==> src/rtl/jtag_host.sv <==
// jtag_host: JTAG initiator, one 1-16 bit shift per request, slow TCK from i_clk.
// Optional macro JTAG_HOST_TDO_SYNCH_EN adds a 2-flop synchronizer on i_TDO.
module jtag_host #(
    parameter int CLK_DIV = 4
) (
    input  logic        i_clk,
    input  logic        i_rstn,
    input  logic        i_reqValid,
    output logic        o_reqReady,
    input  logic [3:0]  i_reqLen,
    input  logic [15:0] i_reqTms,
    input  logic [15:0] i_reqTdi,
    output logic        o_rspValid,
    input  logic        i_rspReady,
    output logic [15:0] o_rspTdo,
    output logic        o_busy,
    output logic        o_TCK,
    output logic        o_TMS,
    output logic        o_TDI,
    input  logic        i_TDO
);

    typedef enum logic [1:0] {IDLE, LOW, HIGH, DONE} stateT;

    stateT       state, stateNext;
    logic [7:0]  divCnt;
    logic [3:0]  bitCnt;
    logic [3:0]  lenQ;
    logic [15:0] tmsSh;
    logic [15:0] tdiSh;
    logic [15:0] capSh;
    logic [15:0] rspTdoQ;
    logic        tckQ;
    logic        tmsQ;
    logic        tdiQ;
    logic        accept;
    logic        divEnd;
    logic        lastBit;
    logic        tdoS;

`ifdef JTAG_HOST_TDO_SYNCH_EN
    logic [1:0] tdoSync;

    // Two-flop synchronizer so a metastable TDO never reaches the capture reg
    always_ff @(posedge i_clk or negedge i_rstn) begin
        if (!i_rstn) begin
            tdoSync <= 2'b00;
        end else begin
            tdoSync <= {tdoSync[0], i_TDO};
        end
    end

    assign tdoS = tdoSync[1];

    divLegal: assert property (@(posedge i_clk) CLK_DIV >= 3);
`else
    assign tdoS = i_TDO;
`endif

    // State register
    always_ff @(posedge i_clk or negedge i_rstn) begin
        if (!i_rstn) begin
            state <= IDLE;
        end else begin
            state <= stateNext;
        end
    end

    // Next state plus the per-cycle control strobes
    always_comb begin
        stateNext = state;
        accept    = 1'b0;
        divEnd    = (divCnt == 8'(CLK_DIV - 1));
        lastBit   = (bitCnt == lenQ);
        unique case (state)
            IDLE: begin
                if (i_reqValid) begin
                    accept    = 1'b1;
                    stateNext = LOW;
                end
            end
            LOW: begin
                if (divEnd) stateNext = HIGH;
            end
            HIGH: begin
                if (divEnd) stateNext = lastBit ? DONE : LOW;
            end
            DONE: begin
                if (i_rspReady) stateNext = IDLE;
            end
        endcase
    end

    // Datapath: TCK divider, bit shifting and TDO capture on the TCK fall
    always_ff @(posedge i_clk or negedge i_rstn) begin
        if (!i_rstn) begin
            divCnt  <= '0;
            bitCnt  <= '0;
            lenQ    <= '0;
            tmsSh   <= '0;
            tdiSh   <= '0;
            capSh   <= '0;
            rspTdoQ <= '0;
            tckQ    <= 1'b0;
            tmsQ    <= 1'b1;
            tdiQ    <= 1'b0;
        end else if (accept) begin
            lenQ   <= i_reqLen;
            tmsQ   <= i_reqTms[0];
            tdiQ   <= i_reqTdi[0];
            tmsSh  <= {1'b0, i_reqTms[15:1]};
            tdiSh  <= {1'b0, i_reqTdi[15:1]};
            bitCnt <= '0;
            divCnt <= '0;
            capSh  <= '0;
        end else if (state == LOW) begin
            divCnt <= divEnd ? 8'd0 : divCnt + 8'd1;
            if (divEnd) tckQ <= 1'b1;
        end else if (state == HIGH) begin
            if (divEnd) begin
                divCnt        <= '0;
                tckQ          <= 1'b0;
                capSh[bitCnt] <= tdoS;
                if (lastBit) begin
                    rspTdoQ <= capSh | (16'(tdoS) << bitCnt);
                end else begin
                    bitCnt <= bitCnt + 4'd1;
                    tmsQ   <= tmsSh[0];
                    tdiQ   <= tdiSh[0];
                    tmsSh  <= {1'b0, tmsSh[15:1]};
                    tdiSh  <= {1'b0, tdiSh[15:1]};
                end
            end else begin
                divCnt <= divCnt + 8'd1;
            end
        end
    end

    assign o_reqReady = (state == IDLE);
    assign o_rspValid = (state == DONE);
    assign o_busy     = (state == LOW) || (state == HIGH);
    assign o_rspTdo   = rspTdoQ;
    assign o_TCK      = tckQ;
    assign o_TMS      = tmsQ;
    assign o_TDI      = tdiQ;

endmodule

==> config.mk <==
export PLATFORM = sky130hd
export DESIGN_NAME = jtag_host
export DESIGN_NICKNAME = d
export VERILOG_FILES = /design/src/rtl/jtag_host.sv
export SDC_FILE = /design/constraint.sdc
export NUM_CORES = 1
export LEC_CHECK = 0
export BUFFER_PORTS_ARGS = -buffer_cell sky130_fd_sc_hd__buf_2
export CAP_MARGIN = 20
export CORE_MARGIN = 10
export CORE_UTILIZATION = 25
export CTS_CLUSTER_SIZE = 20
export DETAILED_ROUTE_END_ITERATION = 8
export GPL_TIMING_DRIVEN = 0
export PLACE_DENSITY = 0.4
export SLEW_MARGIN = 5
export SYNTH_ARGS = -nofsm -noshare
export SYNTH_HDL_FRONTEND = slang
export SYNTH_SLANG_ARGS = --single-unit
export TNS_END_PERCENT = 1
==> constraint.sdc <==
create_clock -name i_clk -period 7.15 [get_ports i_clk]
set_input_delay 0 -clock i_clk [delete_from_list [all_inputs] [get_ports i_clk]]
set_output_delay 0 -clock i_clk [all_outputs]
set_load 0.005 [all_outputs]
* Word level (Yosys, flattened, before mapping)
Index checks and enable logic that the tools add are counted.
Storage, ports and cells: output and inout port bits 22, memories 0, latch bits 0, memory bits (read-only) 0, register bits 85, bits in writable memories 0, logic and storage cells 90
Cells by class: divide/modulo/power cells 0, multiply operators 0, reductions and logical operators 12, muxes and demuxes 48, equality and inequality tests 11, $lt $le $gt $ge 2, $add $sub $neg 2, shift operators 1, bitwise logic cells 3
Operator list (count):
- 2-to-1 mux 16 bit | 14
- 2-to-1 mux 8 bit | 4
- 2-to-1 mux 4 bit | 5
- 2-to-1 mux 1 bit | 17
- bitwise mux 16 bit | 1
- OR 16 bit | 1
- left shift 1 x 4 -> 16 bit | 1
- AND reduction 4 bit | 3
- 2-to-1 mux 2 bit | 5
- != test 2 bit, second input constant | 5
- adder 8 x 1 -> 8 bit, second input constant | 1
- equality test 8 x 2 -> 1 bit, second input constant | 1
- case mux 2 bit (4 select lines) | 1
- nonzero test 2 bit | 3
- less-than comparator 4 x 5 -> 1 bit, second input constant | 1
- AND reduction 5 bit | 1
- adder 4 x 1 -> 4 bit, second input constant | 1
- demux 1 bit (select 4 bit) | 1
- equality test 2 bit, second input constant | 2
- equality test 4 bit | 1
- >= comparator 4 x 1 -> 1 bit, second input constant | 1
- AND reduction 3 bit | 1
- nonzero test 3 bit | 1
- equality test 2 x 1 -> 1 bit, second input constant | 1
- 5 further kinds | 6

* Depth between registers and ports, before layout
depth after elaboration 9, gate-level depth with buffers 9, gate-level depth less buffers 6

* Least setup slack after synthesis
No wires, ideal clock.
path kind flip-flop to flip-flop, start reg state[0], end reg tdiSh[10], setup slack 4.839 ns, arrival 2.186 ns, data required time 7.025 ns, cell stages (with the launch flop) 9, cell sequence dfrtp_1 inv_1 ha_1 a21oi_1 or2_2 buf_1 o31ai_4 buf_6 mux2_2
On the way: cells in the longest elaborated chain, start to end 4, elaborated cells between the ends (all ways) 10, classes of those cells eq/ne: 4; mux: 2; reduce/logical: 4
RTL lines:
- start, declared | line 25 | stateT state, stateNext;
- start signal, assigned | line 65 | state <= stateNext;
- logical NOT 2 bit *
- net o_reqReady | line 9 | output logic o_reqReady,
- 2-to-1 mux 1 bit * | line 75 | unique case (state)
- != test 2 bit (no source line) / nonzero test 2 bit (equally long branches)
- AND reduction 4 bit (no source line)
- end signal, assigned | line 112 | tdiSh <= {1'b0, i_reqTdi[15:1]};
- end signal, assigned | line 131 | tdiSh <= {1'b0, tdiSh[15:1]};
- end, declared | line 30 | logic [15:0] tdiSh;
Mark *: on every way through the listed nets, which the timed path passes. The rest lies on a longest branch. A chain may end at the register's enable or synchronous reset.

* Worst setup path in the final report
start reg state[0], end reg tdiSh[11]
On the way: cells in the longest elaborated chain, start to end 4, elaborated cells between the ends (all ways) 10, classes of those cells eq/ne: 4; mux: 2; reduce/logical: 4
RTL lines (line):
- logical NOT 2 bit | 75
- 2-to-1 mux 1 bit | 75
- != test 2 bit (no source line) / nonzero test 2 bit (equally long branches)
- AND reduction 4 bit (no source line)
Parallel ways exist; a longest one is shown, timed or not.

==> flow_metrics.py <==
metrics = {
    "synth": {
        "avgSynthCellArea_um2": 9.90,
        "syn_area_mm2": 0.00430,
        "synth_cell_types": 45,
        "synthTopCellsByCount": "nand2_1 (108), dfrtp_1 (82), mux2_2 (41)",
        "synth.area.top_cells": "dfrtp_1 (48%), mux2_2 (11%), nand2_1 (9.4%)",
        "yosysTopAreaCell": "dfrtp_1",
        "async_flop_share_pct": 100,
        "synth_warnings": 0,
        "synth_edf_count": 0,
        "synth_seq_cells": 83,
        "ys.flop_type": "dfrtp_1",
        "postSynthCellCount": 434,
        "synth_most_common_cell": "nand2_1",
        "syn_nets": 485,
        "yosysSeqAreaShare_pct": 48.4,
        "synth_top_area_share_pct": 47.8,
    },
    "flow_run": {
        "drv_cap": 0,
    },
    "grt": {
        "grtUsageMet1_pct": 13.1,
        "antenna_found_initial": 0,
        "use_met2_pct": 17.7,
        "top_usage_layer": "met2",
        "use_met3_pct": 3.31,
        "grt-ovfl-total": 0,
        "track_usage_pct": 10.8,
        "grt_max_degree": 54,
        "grt_pass1_wl_um": 19200,
        "grt_pass1_vias": 3674,
    },
    "setup_path": {
        "worstSetupStartpointType": "register",
        "path_cells": "inv_1 -> ha_1 -> a21oi_1 -> or2_2 -> buf_1 -> o31ai_4 -> buf_6 -> mux2_2",
        "crit_family": "compound AO/OA/AOI/OAI gates",
        "r2r-start": "state[0]",
        "startpoint": "state[0]",
        "slowest_delay_ns": 0.59,
        "required_ns": 7.38,
        "critical-path-slowest-cell": "o31ai_4",
        "r2r_slack_ns": 4.38,
        "worstReg2RegEnd": "tdiSh[11]",
        "ff2ff_path_depth": 8,
        "critPathKind": "reg -> reg",
        "worstPathArrival_ns": 3.00,
        "path_buf_inv": 3,
        "endpoint_kind": "register",
        "cp_max_fo": 10,
    },
    "sta": {
        "fin_skew_ns": 0.00622,
        "min_period_over_period_pct": 38.8,
        "max_freq_ghz": 0.361,
        "final_max_slew_viol_count": 0,
        "grt_setup_unrepaired": "no",
        "setup_viol_count_final": 0,
        "slew_headroom_pct": 49.7,
        "worst_slew_pin_slew_ns": 0.755,
        "setup-tns-final_ns": 0,
        "hold_viol_final": 0,
        "fin_crit_ns": 2.77,
    },
    "finish": {
        "fin_nets": 593,
        "syn_to_final_growth_pct": 29.5,
        "diodes": 0,
        "fin_area_mm2": 0.00556,
        "layout-drive-gt1-share_pct": 24.9,
    },
    "clocking": {
        "cts_sinks": 83,
        "cts_setup_buffers": 0,
        "cts_buffer_depth": 2,
        "cts_made_buffers": 9,
        "ctsHtreeMaxLevel": 3,
        "cts_tree": "built",
        "clk_pin_slew_worst_paths_ns": 0.06,
        "clockRootBuffer": "clkbuf_16",
        "insertion_delay_ns": 0.35,
    },
    "die": {
        "die_height_um": 151,
        "rows": 47,
        "ioPinCount": 63,
        "initial_core_util_pct": 25.7,
        "coreArea_mm2": 0.0167,
        "dieArea_mm2": 0.0228,
        "die_width_um": 151,
    },
    "place": {
        "place_area_mm2": 0.00491,
        "hpwl_um": 8380,
        "port_buffers": 61,
        "place.gp.congestion": 0.796,
    },
    "pwr": {
        "power.static_leakage_uw": 0.00264,
        "p_per_area_mw_per_mm2": 350,
        "ir_worst_vdd_uv": 128,
    },
    "route": {
        "drt_iter0_drc": 154,
        "antenna_left": 0,
        "wire_per_inst_um": 15.1,
        "routed_wl_um": 11600,
        "dr.pass1.iters": 4,
        "vias": 3459,
        "vias_per_cell": 4.51,
        "drcViolationCount": 0,
    },
    "worst_hold_path": {
        "hold-path-cell-count": 4,
        "hold-path-endpoint": "tdiSh[13]",
        "hold_path.class": "in -> reg",
        "hp-start": "i_reqTdi[14]",
    },
    "run_status": {
        "status": "finished clean",
    },
}
## what timing repair did
item	4_1_cts	5_1_grt
gates resized for setup	0	0
endpoints found under the hold margin	64	0
hold buffers	35	0
## worst min-delay path: stages
cell     delay, ns
buf_2         0.08
nand2_1       0.04
o21ai_0       0.06
mux2_2        0.14
## cells in the final DEF (no fill, tap or decap), types with 4 or more instances in the layout
cell type	n
dlygate4sd3_1	35
nand4_1	5
o31ai_1	16
nand3_1	7
clkbuf_16	9
mux2i_1	8
ha_1	10
dfrtp_1	82
nand2_1	108
o21ai_0	23
xor2_1	8
clkbuf_1	16
buf_2	61
buf_6	4
o21bai_1	12
inv_1	14
a21oi_1	26
nor2_1	12
mux2_2	41
## sequential cells by signal, indices dropped and copies added (netlist names)
signal and cells:
tdiSh 15, state 2, bitCnt 4, o_TDI 1, divCnt 8, o_TCK 1, lenQ 4, o_TMS 1
tmsSh 15, o_rspTdo 16, capSh 16
## per-stage QoR
stage | power [µW] | setup slack (ns) | hold WS, ns | util [%] | instances
after floorplan | 1240 | 4.84 | -0.296 | - | 434
after global placement | 1460 | 4.36 | 0.201 | 29.2 | 715
after detailed placement | 1470 | 4.33 | -0.0188 | 29.4 | 716
after CTS | 1980 | 4.32 | 0.00861 | 33.3 | 767
after global routing | 2110 | 4.17 | 0.0323 | 33.3 | 767
final | 1950 | 4.38 | 0.00738 | 33.3 | 767
## worst max path at each step
stage                     end  slack (ns)  cells past startpoint
global route         tmsSh[6]        4.17                      8
global placement     tdiSh[6]        4.36                      8
CTS                  tmsSh[6]        4.32                      8
finish              tdiSh[11]        4.38                      8
floorplan           tdiSh[10]        4.84                      8
detailed placement  tdiSh[12]        4.33                      8
## cells by family after synthesis
logic type,share of synthesized area (%)
flip-flops,48.4
adder cells (fa/ha/maj),2.91
AO/OA/AOI/OAI,13.2
XOR/XNOR,1.84
AND/OR/NAND/NOR,16.6
buffers and inverters,4.14
multiplexers,12.9
## area by class of cell
cell class                      count  area, µm²
Tap cell                          220        275
Inverter                           14       52.6
Clock inverter                      4       48.8
Timing Repair Buffer               97        686
Multi-Input combinational cell    313       2040
Clock buffer                       12        256
Fill cell                        1759      11100
Sequential cell                    83       2080
Buffer                             24        125
## metal layers
metal  vias to the layer above  wire [µm]
met4                         0        189
met2                        65       5560
li1                       1714          -
met3                        18        571
met1                      1662       5260
met5                         -          0
## where the power goes
part,internal (µW),switching [µW]
clock,289,193
sequential,603,87.3
combinational,326,447
Note: power is estimated with default switching activity, not from simulation.
